[config.mk]
export PLATFORM = sky130hd
export DESIGN_NAME = ccff_bitstream_loader
export DESIGN_NICKNAME = d
export VERILOG_FILES = /design/src/rtl/ccff_bitstream_loader_pkg.sv /design/src/rtl/ccff_bitstream_loader_piso.sv /design/src/rtl/ccff_bitstream_loader.sv
export SDC_FILE = /design/constraint.sdc
export NUM_CORES = 1
export LEC_CHECK = 0
export ABC_AREA = 1
export CELL_PAD_IN_SITES_DETAIL_PLACEMENT = 0
export CELL_PAD_IN_SITES_GLOBAL_PLACEMENT = 2
export CORE_UTILIZATION = 35
export CTS_BUF_LIST = sky130_fd_sc_hd__clkbuf_2
export DETAILED_ROUTE_END_ITERATION = 10
export PLACE_DENSITY = 0.91
export REMOVE_ABC_BUFFERS = 1
export SKIP_LAST_GASP = 1
export SYNTH_ARGS = -nofsm -noshare
export SYNTH_HDL_FRONTEND = slang
export SYNTH_HIERARCHICAL = 1
export SYNTH_SLANG_ARGS = --single-unit
[constraint.sdc]
create_clock -name prog_clk -period 3.2 [get_ports prog_clk]
set_input_delay 0.64 -clock prog_clk [delete_from_list [all_inputs] [get_ports prog_clk]]
set_output_delay 0.64 -clock prog_clk [all_outputs]
set_load 0.02 [all_outputs]
[src/rtl/ccff_bitstream_loader_pkg.sv]
// Shared definitions for the configuration-chain bitstream loader:
// FSM state encoding and counter/word sizing helpers.
package ccff_bitstream_loader_pkg;

  typedef enum logic [1:0] {
    IDLE  = 2'd0,
    FETCH = 2'd1,
    SHIFT = 2'd2,
    DONE  = 2'd3
  } state_t;

  // Width needed to count 0..n inclusive.
  function automatic int unsigned cnt_width(input int unsigned n);
    return $clog2(n + 1);
  endfunction

  // Bits of the next word that still fit in the chain.
  function automatic int unsigned word_bits(input int unsigned word_w,
                                            input int unsigned chain_len,
                                            input int unsigned sent);
    int unsigned left;
    left = chain_len - sent;
    return (left < word_w) ? left : word_w;
  endfunction

endpackage

[src/rtl/ccff_bitstream_loader_piso.sv]
// Parallel-in/serial-out word shifter with a remaining-bit count.
// bit_out is the current serial bit (a flop output), LSB first.
module ccff_piso_shifter #(
  parameter int unsigned WORD_W = 32,
  localparam int unsigned BW = $clog2(WORD_W + 1)
) (
  input  logic              clk,
  input  logic              rst,
  input  logic              load,
  input  logic              shift,
  input  logic [WORD_W-1:0] data,
  input  logic [BW-1:0]     nbits,
  output logic              bit_out,
  output logic              last
);

  logic [WORD_W-1:0] sreg;
  logic [BW-1:0]     cnt;

  always_ff @(posedge clk or posedge rst) begin
    if (rst) begin
      sreg <= '0;
      cnt  <= '0;
    end else if (load) begin
      sreg <= data;
      cnt  <= nbits;
    end else if (shift && (cnt != '0)) begin
      sreg <= sreg >> 1;
      cnt  <= cnt - BW'(1);
    end
  end

  assign bit_out = sreg[0];
  assign last    = (cnt == BW'(1));

endmodule

[src/rtl/ccff_bitstream_loader.sv]
// Loads a bitstream into the configuration chain: accepts words over
// valid/ready, shifts exactly CHAIN_LEN bits out LSB-first, folds ccff_tail into a parity.
module ccff_bitstream_loader #(
  parameter int unsigned WORD_W    = 32,
  parameter int unsigned CHAIN_LEN = 1024
) (
  input  logic              prog_clk,
  input  logic              prog_reset,
  input  logic              start,
  input  logic              abort,
  input  logic [WORD_W-1:0] cfg_data,
  input  logic              cfg_valid,
  output logic              cfg_ready,
  output logic              ccff_head,
  output logic              ccff_shift_en,
  input  logic              ccff_tail,
  output logic              busy,
  output logic              done,
  output logic              err,
  output logic              rb_parity
);

  import ccff_bitstream_loader_pkg::*;

  localparam int unsigned CNT_W = cnt_width(CHAIN_LEN);
  localparam int unsigned BW    = $clog2(WORD_W + 1);

  state_t           state_q, state_d;
  logic [CNT_W-1:0] sent_q, sent_d;
  logic             done_q, done_d;
  logic             err_q, err_d;
  logic             par_q, par_d;
  logic             shift_en_q;
  logic             load, shift, last;
  logic [BW-1:0]    nbits;

  always_comb begin
    state_d = state_q;
    sent_d  = sent_q;
    done_d  = done_q;
    err_d   = err_q;
    par_d   = par_q;
    load    = 1'b0;
    shift   = 1'b0;
    nbits   = BW'(word_bits(WORD_W, CHAIN_LEN, 32'(sent_q)));
    case (state_q)
      IDLE, DONE: begin
        if (start && !abort) begin
          state_d = FETCH;
          sent_d  = '0;
          done_d  = 1'b0;
          err_d   = 1'b0;
          par_d   = 1'b0;
        end
      end
      FETCH: begin
        if (abort) begin
          state_d = IDLE;
          err_d   = 1'b1;
          done_d  = 1'b0;
        end else if (cfg_valid) begin
          load    = 1'b1;
          state_d = SHIFT;
        end
      end
      SHIFT: begin
        if (abort) begin
          state_d = IDLE;
          err_d   = 1'b1;
          done_d  = 1'b0;
        end else begin
          shift  = 1'b1;
          sent_d = sent_q + CNT_W'(1);
          par_d  = par_q ^ ccff_tail;
          if (last) begin
            if (sent_d == CNT_W'(CHAIN_LEN)) begin
              state_d = DONE;
              done_d  = 1'b1;
            end else begin
              state_d = FETCH;
            end
          end
        end
      end
      default: state_d = IDLE;
    endcase
  end

  // shift_en is registered from the next state, so it is high exactly in SHIFT cycles.
  always_ff @(posedge prog_clk or posedge prog_reset) begin
    if (prog_reset) begin
      state_q    <= IDLE;
      sent_q     <= '0;
      done_q     <= 1'b0;
      err_q      <= 1'b0;
      par_q      <= 1'b0;
      shift_en_q <= 1'b0;
    end else begin
      state_q    <= state_d;
      sent_q     <= sent_d;
      done_q     <= done_d;
      err_q      <= err_d;
      par_q      <= par_d;
      shift_en_q <= (state_d == SHIFT);
    end
  end

  ccff_piso_shifter #(.WORD_W(WORD_W)) u_piso (
    .clk     (prog_clk),
    .rst     (prog_reset),
    .load    (load),
    .shift   (shift),
    .data    (cfg_data),
    .nbits   (nbits),
    .bit_out (ccff_head),
    .last    (last)
  );

  assign cfg_ready     = (state_q == FETCH);
  assign busy          = (state_q == FETCH) || (state_q == SHIFT);
  assign ccff_shift_en = shift_en_q;
  assign done          = done_q;
  assign err           = err_q;
  assign rb_parity     = par_q;

endmodule

## After elaboration in Yosys (flattened, before gate mapping)

Cells that the tools add are included.

| word-level totals | value |
|---|---|
| register bits after elaboration | 55 |
| input bits | 38 |
| output and inout bits | 7 |

| cells by class | value |
|---|---|
| add/sub/neg operators | 3 |
| $lt $le $gt $ge | 1 |
| equal/unequal tests | 12 |
| multiplexer cells | 30 |
| bitwise operators | 1 |
| reductions and logical operators | 13 |

Operators by type and width:

| cell | count |
|---|---|
| $mux W32 | 2 |
| $lt A32 B6 Y1 const B | 1 |
| $mux W11 | 2 |
| $pmux W11 S2 | 1 |
| $mux W6 | 3 |
| $mux W1 | 12 |
| $mux W2 | 6 |
| $sub A11 B11 Y12 const A | 1 |
| $add A11 B1 Y11 const B | 1 |
| $eq A11 B11 Y1 const B | 1 |
| $eq A2 B2 Y1 const B | 3 |
| $eq A6 B1 Y1 const B | 1 |
| $ne A2 B2 Y1 const B | 3 |
| $ne A3 B3 Y1 const B | 2 |
| $pmux W2 S3 | 1 |
| $reduce_bool A6 Y1 | 1 |
| $sub A6 B1 Y6 const B | 1 |
| $pmux W1 S2 | 2 |
| $reduce_and A4 Y1 | 1 |
| $reduce_bool A2 Y1 | 2 |
| $reduce_or A2 Y1 | 2 |
| $pmux W1 S3 | 1 |
| $reduce_and A3 Y1 | 1 |
| $eq A2 B1 Y1 const B | 1 |
| other kinds (7) | 8 |

## Logic depth before layout (Yosys ltp)

| depth | value |
|---|---|
| word-level depth | 7 |
| mapped depth | 13 |
| depth with buffers taken out | 13 |

## By module

Netlist, hierarchy kept.

Modules (own cells, without submodules):

| module | instances | cells an instance | area each (um2) |
|---|---|---|---|
| ccff_piso_shifter | 1 | 231 | 1983.2 |
| ccff_bitstream_loader | 1 | 171 | 1163.6 |

## Least setup slack after synthesis

No wires, ideal clock.

| timing | value |
|---|---|
| path type | register to register |
| from | reg sent_q[0] |
| to | reg u_piso.cnt[2] |
| setup time | 0.065 ns |
| arrival | 1.667 ns |
| required time | 3.135 ns |
| path slack | 1.468 ns |
| stages on the path, launching flop included | 13 |
| path buffers | 0 |
| period minus slack after synthesis | 1.732 ns |
| cell sequence | dfrtp_1 inv_1 ha_1 nand2_1 nor2_1 nand4_1 nand2_1 o2111ai_2 nor3b_1 nand2_1 o21ai_0 nand2_1 nand2_1 |

| between the ends | value |
|---|---|
| cells in the longest elaborated chain, start to end | 4 |

Ends and longest elaborated chain:

| what | RTL line | text |
|---|---|---|
| from (decl) | ccff_bitstream_loader.sv:29 | `logic [CNT_W-1:0] sent_q, sent_d;` |
| from (signal assigned) | ccff_bitstream_loader.sv:100 | `sent_q <= sent_d;` |
| $sub A11 B11 Y12 * | ccff_bitstream_loader_pkg.sv:22 | `left = chain_len - sent;` |
| $lt A32 B6 Y1 | ccff_bitstream_loader_pkg.sv:23 | `return (left < word_w) ? left : word_w;` |
| $mux W6 * | ccff_bitstream_loader_pkg.sv:23 |  |
| via nbits[2] | ccff_bitstream_loader.sv:35 | `logic [BW-1:0] nbits;` |
| $mux W6 * | ccff_bitstream_loader_piso.sv:24 | `end else if (load) begin` |
| to (signal assigned) | ccff_bitstream_loader_piso.sv:26 | `cnt <= nbits;` |
| to (signal assigned) | ccff_bitstream_loader_piso.sv:29 | `cnt <= cnt - BW'(1);` |
| to (decl) | ccff_bitstream_loader_piso.sv:18 | `logic [BW-1:0] cnt;` |

Mark *: on every way through the listed nets, which the timed path passes. The rest lies on a longest branch.
A chain may end at the register's enable or synchronous reset.

## Worst setup path in the final report

| timing | value |
|---|---|
| from | reg state_q[0] |
| to | out busy |

| between the ends | value |
|---|---|
| cells in the longest elaborated chain, start to end | 2 |
| elaborated cells between the ends (all ways) | 3 |
| classes of those cells | eq/ne: 2; reduce/logical: 1 |

Ends and longest elaborated chain:

| what | RTL line | text |
|---|---|---|
| from (decl) | ccff_bitstream_loader.sv:28 | `state_t state_q, state_d;` |
| from (signal assigned) | ccff_bitstream_loader.sv:99 | `state_q <= state_d;` |
| $eq A2 B1 Y1 or $eq A2 B2 Y1 (tied branches) | ccff_bitstream_loader.sv:120 | `assign busy = (state_q == FETCH) \|\| (state_q == SHIFT);` |
| $logic_or A1 B1 Y1 * | ccff_bitstream_loader.sv:120 |  |
| to (decl) | ccff_bitstream_loader.sv:17 | `output logic busy,` |

Mark *: on every way between the ends. The rest lies on a longest branch, timed or not.

==> reports/qor.yml <==
worst_setup_path:
  crit_required_ns: 2.56
  cp-start-kind: "flop"
  r2r_slack_ns: 1.06
  crit_type: "flop to output port"
  crit_path_end_kind: "output port"
  worstPathArrival_ns: 2.12
  crit_fanout: 4
clock_tree:
  cts.path.max_buffers: 2
  cts_tree: "done"
  cts_setup_buffers: 0
  cts.sinks: 55
  ctsResizeCount: 0
  clock_latency_ns: 0.45
  cts-root-buf: "clkbuf_2"
  cts_max_level: 2
  cts_hold_buf: 0
  path_clk_slew_ns: 0.30
  cts_buffers: 5
cells_and_area:
  utilization: 0.424
  diodes: 0
  final_nets: 489
  syn_to_final_growth_pct: 17.4
  num-fill-cells: 881
  drive_above_1_share: 0.0968
route:
  ant_nets: 0
  drt_iter0_drc: 131
  viasPerCell: 4.87
  wl_mm: 6.83
  wire_per_inst_um: 12.4
  drc: 0
  vias: 2686
  firstDrtPassIters: 8
floorplanning:
  die_x_um: 96.8
  pin_count: 45
  dieArea_um2: 9370
  core_area_um2: 8720
  floorplan.initialDensity: 0.361
  rows: 34
  die_h_um: 96.8
synth:
  yosysWarnings: 6
  yosysSeqAreaShare: 0.437
  syn_avg_cell_area_um2: 7.83
  syn_inst: 402
  ys_types: 32
  async_reset_ff_frac: 1.00
  syn_area_um2: 3150
  synth_seq_cells: 55
  ys.flop_type: "dfrtp_1"
  synth_edf_count: 0
placed_design:
  place_hpwl_mm: 4.86
  io_buffers: 44
  gp_congestion: 0.811
global_route:
  overflow: 0
  grtUsageTotal: 0.155
  grt_pass1_vias: 2589
  grt_pass1_wl_mm: 12.1
  antenna_found_initial: 0
  grt_start_max_net_pins: 39
sta:
  fin_worst_skew_ns: 0.0130
  slew_viol_final: 0
  fin_crit_sh: 0.862
  setup_tns_ns: 0
  finalSetupViolCount: 0
  min_period_ns: 2.76
  hold_viol: 0
  slew_headroom: 0.501
  max_freq_ghz: 0.363
  tightest_slew_ns: 0.748
  rsz0062_at_grt: "no"
pwr:
  p_per_area_nw_per_um2: 681
  leakagePower_nw: 1.71
  irDropWorstVdd_uv: 443
  p_total_mw: 2.52
run:
  drv_cap: 0
outcome:
  status: "complete, no violations"
min_path:
  hp-class: "flop to flop"
-- layer usage --
metal | global-route usage | up-vias | share of wire
met3 | 0.0246 | 6 | 0.031
met5 | 0 | - | 0
li1 | - | 1380 | -
met2 | 0.255 | 48 | 0.47
met4 | 0.0379 | 0 | 0.010
met1 | 0.213 | 1252 | 0.49
-- where the power goes --
part / switching [mW] / total, mW / internal, mW
combinational: 0.619 / 1.09 / 0.476
clock: 0.239 / 0.298 / 0.0596
sequential: 0.177 / 1.12 / 0.946
-- area by class of cell --
cell class / instances / area [µm²] / share of cell area
clock buffer: 5 / 25.0 / 0.00677
multi-input combinational: 298 / 1510 / 0.410
timing repair buffer: 50 / 498 / 0.135
sequential: 55 / 1380 / 0.373
tap: 108 / 135 / 0.0366
inverter: 33 / 124 / 0.0335
clock inverter: 3 / 22.5 / 0.00610
-- placed cells by master, fill, tap and decap left out, types with 3 or more instances in the layout --
cell | Yosys | layout
nor2_1 | 24 | 23
nor3_1 | 3 | 3
nand3_2 | 16 | 16
clkdlybuf4s50_1 | 0 | 44
nor2_2 | 3 | 4
xnor2_1 | 3 | 3
o22ai_1 | 6 | 6
inv_1 | 32 | 32
nand2_1 | 135 | 135
o21ai_0 | 12 | 12
dfrtp_1 | 55 | 55
a21oi_1 | 4 | 4
nand3_1 | 65 | 65
buf_4 | 4 | 5
o21ai_1 | 3 | 3
ha_1 | 8 | 8
clkbuf_2 | 0 | 5
-- worst paths after layout --
check	depth (start not counted)	from	endpoint
max	4	state_q[0]$_DFF_PP0_	busy
max in group asynchronous	2	prog_reset	sent_q[4]$_DFFE_PP0P_
max reg2reg	12	sent_q[0]$_DFFE_PP0P_	u_piso/cnt[2]$_DFFE_PP0P_
min	2	u_piso/sreg[5]$_DFFE_PP0P_	u_piso/sreg[4]$_DFFE_PP0P_
min reg2reg	2	u_piso/sreg[5]$_DFFE_PP0P_	u_piso/sreg[4]$_DFFE_PP0P_
min in group asynchronous	2	prog_reset	state_q[1]$_DFF_PP0_
-- registers in the layout, indices dropped and copies added, names as in the netlist --
signal / cells
ccff_shift_en: 1
rb_parity: 1
err: 1
state_q: 2
sent_q: 11
u_piso/sreg: 32
u_piso/cnt: 6
done: 1
-- through the flow --
step | setup WS (ns) | hold slack, ns | instance area [µm²] | cells
CTS | 0.420 | 0.506 | 3690 | 552
finish | 0.442 | 0.513 | 3690 | 552
global route | 0.297 | 0.550 | 3690 | 552
detailed placement | 0.782 | 0.466 | 3650 | 544
global placement | 0.815 | 0.458 | 3650 | 544
floorplan | -0.183 | 0.453 | 3010 | 386
-- worst max-delay path: stages, from the launching register on --
cell and delay, ns:
dfrtp_1 0.44, inv_1 0.08, ha_1 0.34, inv_1 0.18, clkdlybuf4s50_1 0.64
-- synth_stat cells (all sizes together) (3+ instances only) --
cell    instances  area [µm²]
xnor2           3        26.3
a21oi           5        28.8
o21ai          15        75.1
o22ai           6        37.5
buf            12         120
inv            33         124
nand2         138         531
nor3            3        15.0
dfrtp          55        1380
nor2           29         131
clkbuf          4        15.0
ha              8         100
nand3          81         485
-- logic make-up (layout without fill, tap and decap cells) --
group / after synthesis / in the layout / share of synthesized area
simple gates: 256 / 256 / 0.381
flops: 55 / 55 / 0.437
buf+inv: 49 / 91 / 0.0823
compound gates: 30 / 30 / 0.0569
fa+ha+maj: 8 / 8 / 0.0318
xor+xnor: 4 / 4 / 0.0111
No activity file was read; power rests on OpenSTA's default activity.
==> RTL edit 1: new RTL, config.mk and constraints unchanged <==
Re-encode `state_t` (4 states) as one-hot, 4 bits wide.
--- a/src/rtl/ccff_bitstream_loader_pkg.sv
+++ b/src/rtl/ccff_bitstream_loader_pkg.sv
@@ -3,9 +3,9 @@
 package ccff_bitstream_loader_pkg;
 
-  typedef enum logic [1:0] {
-    IDLE  = 2'd0,
-    FETCH = 2'd1,
-    SHIFT = 2'd2,
-    DONE  = 2'd3
+  typedef enum logic [3:0] {
+    IDLE  = 4'b0001,
+    FETCH = 4'b0010,
+    SHIFT = 4'b0100,
+    DONE  = 4'b1000
   } state_t;
 
Behaviour: no difference found for any inputs over 10 cycles, from zero or initial values and one cycle with prog_reset high; not proved beyond that.
==> RTL edit 1 against the unedited design <==
  * The run now ends with DRC left
  * Sequential share of layout area up 0.15 points
  * Maximum frequency grew 8.6%
  * Cell count up 2.0%
  * Worst hold slack worse by 0.0095 ns
  * Power is 18% lower
  * Core utilization is 0.77 points higher
  * Sequential cell count grew 2
  * First-iteration DRC count fell by 15%
  * Combinational power is 43% lower
  * Worst setup slack better by 0.22 ns
  * Routed wire length increased by 3.8%
  * Synthesized area up 3.5%
  * Cell area is 3.3% higher
  * Register-to-register slack better by 0.11 ns
==> RTL edit 1: results <==
set metrics [dict create \
    num_antenna_cells 0 \
    cts.clk_slew.worst_paths_ns 0.19 \
    gp_congestion 0.7912 \
    synth_fa_ha_area_frac 0.01920 \
    hpwl_um 5090 \
    htree_levels 3 \
    ys_types 33 \
    reg2reg_depth 9 \
    layout.nets 493 \
    drc 2 \
    leakagePower_nw 1.726 \
    syn_inst 407 \
    pre_cts_ws_ns 0.7284 \
    synthTopCellsByCount "nand2_1 (129), nand3_1 (69), dfrtp_1 (56), inv_1 (26), nor2_1 (21)" \
    cts-buffers-inserted 9 \
    grt.total_usage 0.1592 \
    p_sw_w 0.0007493 \
    grt_first_pass_wirelength_um 12340 \
    power_clock_w 0.000393 \
    drt-wirelength-per-cell_um 12.60 \
    postPlaceCellArea_um2 3725 \
    drt_iter0_drc 112 \
    clock_skew_ns 0.02727 \
    status "complete, but fails checks" \
    synth-seq-area-share 0.4382 \
    critPathArrivalTime_ns 1.90 \
    synth_compound_area_frac 0.05108 \
    slowest_delay_ns 0.60 \
    seq_power_w 0.00104 \
    synth-xor-area-share 0.01344 \
    drive_gt1_frac 0.1495 \
    grt_pass1_vias 2631 \
    grt_max_degree 39 \
    via_per_inst 4.943 \
    finalWirelength_um 7094 \
    nFillCells 912 \
    place_inst 547 \
    tightest_slew_ns 0.7492 \
    antenna_found_initial 0 \
    violations "DRC" \
    ys_top_cells_by_area "dfrtp_1 (43%), nand2_1 (15%), nand3_1 (11%)" \
    reg_top3 "u_piso/sreg: 32 flops, sent_q: 11 flops, u_piso/cnt: 6 flops" \
    dr.pass1.iters 7 \
    max-vdd-ir-drop_mv 0.2235 \
    clk-insertion-delay-late_ns 0.48 \
    clockPowerShare 0.191 \
    largest_reg_flops 32 \
]
-- RTL edit 1: final cells by class --
class,count,area (um2),area share
flip-flops and latches,57,1428,0.3740
repair buffers,49,478.0,0.1252
clock buffers,9,45.04,0.01180
well taps,108,135.1,0.03540
clock inverters,7,47.55,0.01245
inverters,33,125.1,0.03278
multi-input cells,300,1559,0.4084
-- RTL edit 1: worst paths after layout --
| kind | start | endpoint | slack [ns] |
|---|---|---|---|
| worst max-delay path | state_q[3] | busy | 0.66 |
| worst min-delay path | u_piso/sreg[31] | u_piso/sreg[30] | 0.50 |
| worst max register to register | state_q[0] | u_piso/cnt[2] | 1.17 |
| worst min register to register | u_piso/sreg[31] | u_piso/sreg[30] | 0.50 |
| max in group asynchronous | prog_reset | sent_q[2] | 2.14 |
| min in group asynchronous | prog_reset | err | 0.60 |
-- RTL edit 1: layer usage --
metal  share of wire  wire length [um]  global-route usage
met5               0                 0                   0
met4          0.0014                10             0.03789
met3           0.048               340             0.04610
met2            0.47              3347              0.2692
met1            0.48              3397              0.2015
==> RTL edit 2: new RTL, same flow settings <==
Without the edit above. `WORD_W` is set to 32 in 2 places; all go to 16.
--- a/src/rtl/ccff_bitstream_loader_piso.sv
+++ b/src/rtl/ccff_bitstream_loader_piso.sv
@@ -2,5 +2,5 @@
 // bit_out is the current serial bit (a flop output), LSB first.
 module ccff_piso_shifter #(
-  parameter int unsigned WORD_W = 32,
+  parameter int unsigned WORD_W = 16,
   localparam int unsigned BW = $clog2(WORD_W + 1)
 ) (
--- a/src/rtl/ccff_bitstream_loader.sv
+++ b/src/rtl/ccff_bitstream_loader.sv
@@ -2,5 +2,5 @@
 // valid/ready, shifts exactly CHAIN_LEN bits out LSB-first, folds ccff_tail into a parity.
 module ccff_bitstream_loader #(
-  parameter int unsigned WORD_W    = 32,
+  parameter int unsigned WORD_W    = 16,
   parameter int unsigned CHAIN_LEN = 1024
 ) (
Interface: changed (resized cfg_data); port bits go from 45 to 29. The function was not compared with the original's and may differ.
==> RTL edit 2 against the unedited design <==
  * Count of clock-buffer cells in the layout did not move
  * Global-route usage barely moved
  * Worst setup slack improved by 0.067 ns
  * Non-clock buffer count fell by 21
  * Cell area fell by 27%
  * Routed wire length fell by 29%
  * Power fell by 26%
  * Synthesized area fell by 26%
  * Clock skew rose by 0.011 ns
  * Register-to-register slack improved by 0.04 ns
  * Sequential power fell by 35%
  * Sequential cell count fell by 17
  * Combinational power fell by 24%
  * Largest cell class unchanged
  * Largest power group is now combinational logic
==> RTL edit 2: results <==
set metrics [dict create \
    grt.total_usage 0.1550 \
    place_inst 410 \
    synth-xor-area-share 0.003782 \
    reg_top3 "u_piso/sreg: 16 flops, sent_q: 11 flops, u_piso/cnt: 5 flops" \
    dr.pass1.iters 4 \
    hold_path_end "u_piso/sreg[1]" \
    min_from "u_piso/sreg[2]" \
    status "finished clean" \
    hpwl_um 3494 \
    leakagePower_nw 1.259 \
    pre_cts_ws_ns 0.6974 \
    synth_area_per_cell_um2 7.399 \
    ys_types 29 \
    rr_endpoint "rb_parity" \
    cp-endpoint "busy" \
    reg2reg_setup_slack_ns 1.10 \
    grt_first_pass_wirelength_um 8652 \
    slowest_delay_ns 0.62 \
    m1WireLength_um 2443 \
    tightest_slew_ns 0.7883 \
    finalWirelength_um 4819 \
    postPlaceCellArea_um2 2639 \
    yosysMostFrequentCell "nand2_1" \
    grt_max_degree 33 \
    layout.nets 369 \
    setup_ws_ns 0.5089 \
    synth_compound_area_frac 0.1237 \
    vias 2015 \
    clk-insertion-delay-late_ns 0.41 \
    grt_pass1_vias 1916 \
    hold_ws_ns 0.5175 \
    clock_skew_ns 0.02391 \
    grt_util_met2 0.2466 \
    wl_met2_um 2130 \
    instances_no_fill 418 \
    synthTopCellsByCount "nand2_1 (92), inv_1 (43), dfrtp_1 (38), nand3_1 (35), nor2_1 (20)" \
    critPathArrivalTime_ns 2.05 \
    internal_power_w 0.001101 \
    cts.clk_slew.worst_paths_ns 0.22 \
    gp_congestion 0.7838 \
    synth_fa_ha_area_frac 0.03782 \
    use_met3 0.04274 \
    critPathSlowestCell "clkdlybuf4s50_1" \
]
==> RTL edit 2: changes by cell type after synthesis, moves of 11 or more <==
cell / delta
o21ai_2: +11
nand2_1: -43
nand3_2: -11
inv_1: +11
nand3_1: -30
dfrtp_1: -17
==> RTL edit 2: cell type report <==
type / instances / area (um2)
tap: 77 / 96.34
multi-input combinational: 221 / 1130
timing repair buffer: 29 / 287.8
fill: 685 / 3682
sequential: 38 / 950.9
clock buffer: 5 / 25.02
inverter: 45 / 173.9
clock inverter: 3 / 40.04
==> RTL edit 2: worst max-delay path, delay by kind of cell, from the launching register on <==
family / cells / cell delay, ns
fa+ha+maj: 1 / 0.34
buf+inv: 3 / 0.85
flops: 1 / 0.43
==> RTL edit 2: power by group through the flow <==
stage	registers, W	logic, W	clock network, W
global placement	0.000741	0.000833	0
detailed placement	0.000743	0.000839	0
finish	0.000731	0.000831	0.000303
floorplan	0.000746	0.000591	0
global route	0.000755	0.000954	0.000337
CTS	0.000733	0.000843	0.000314
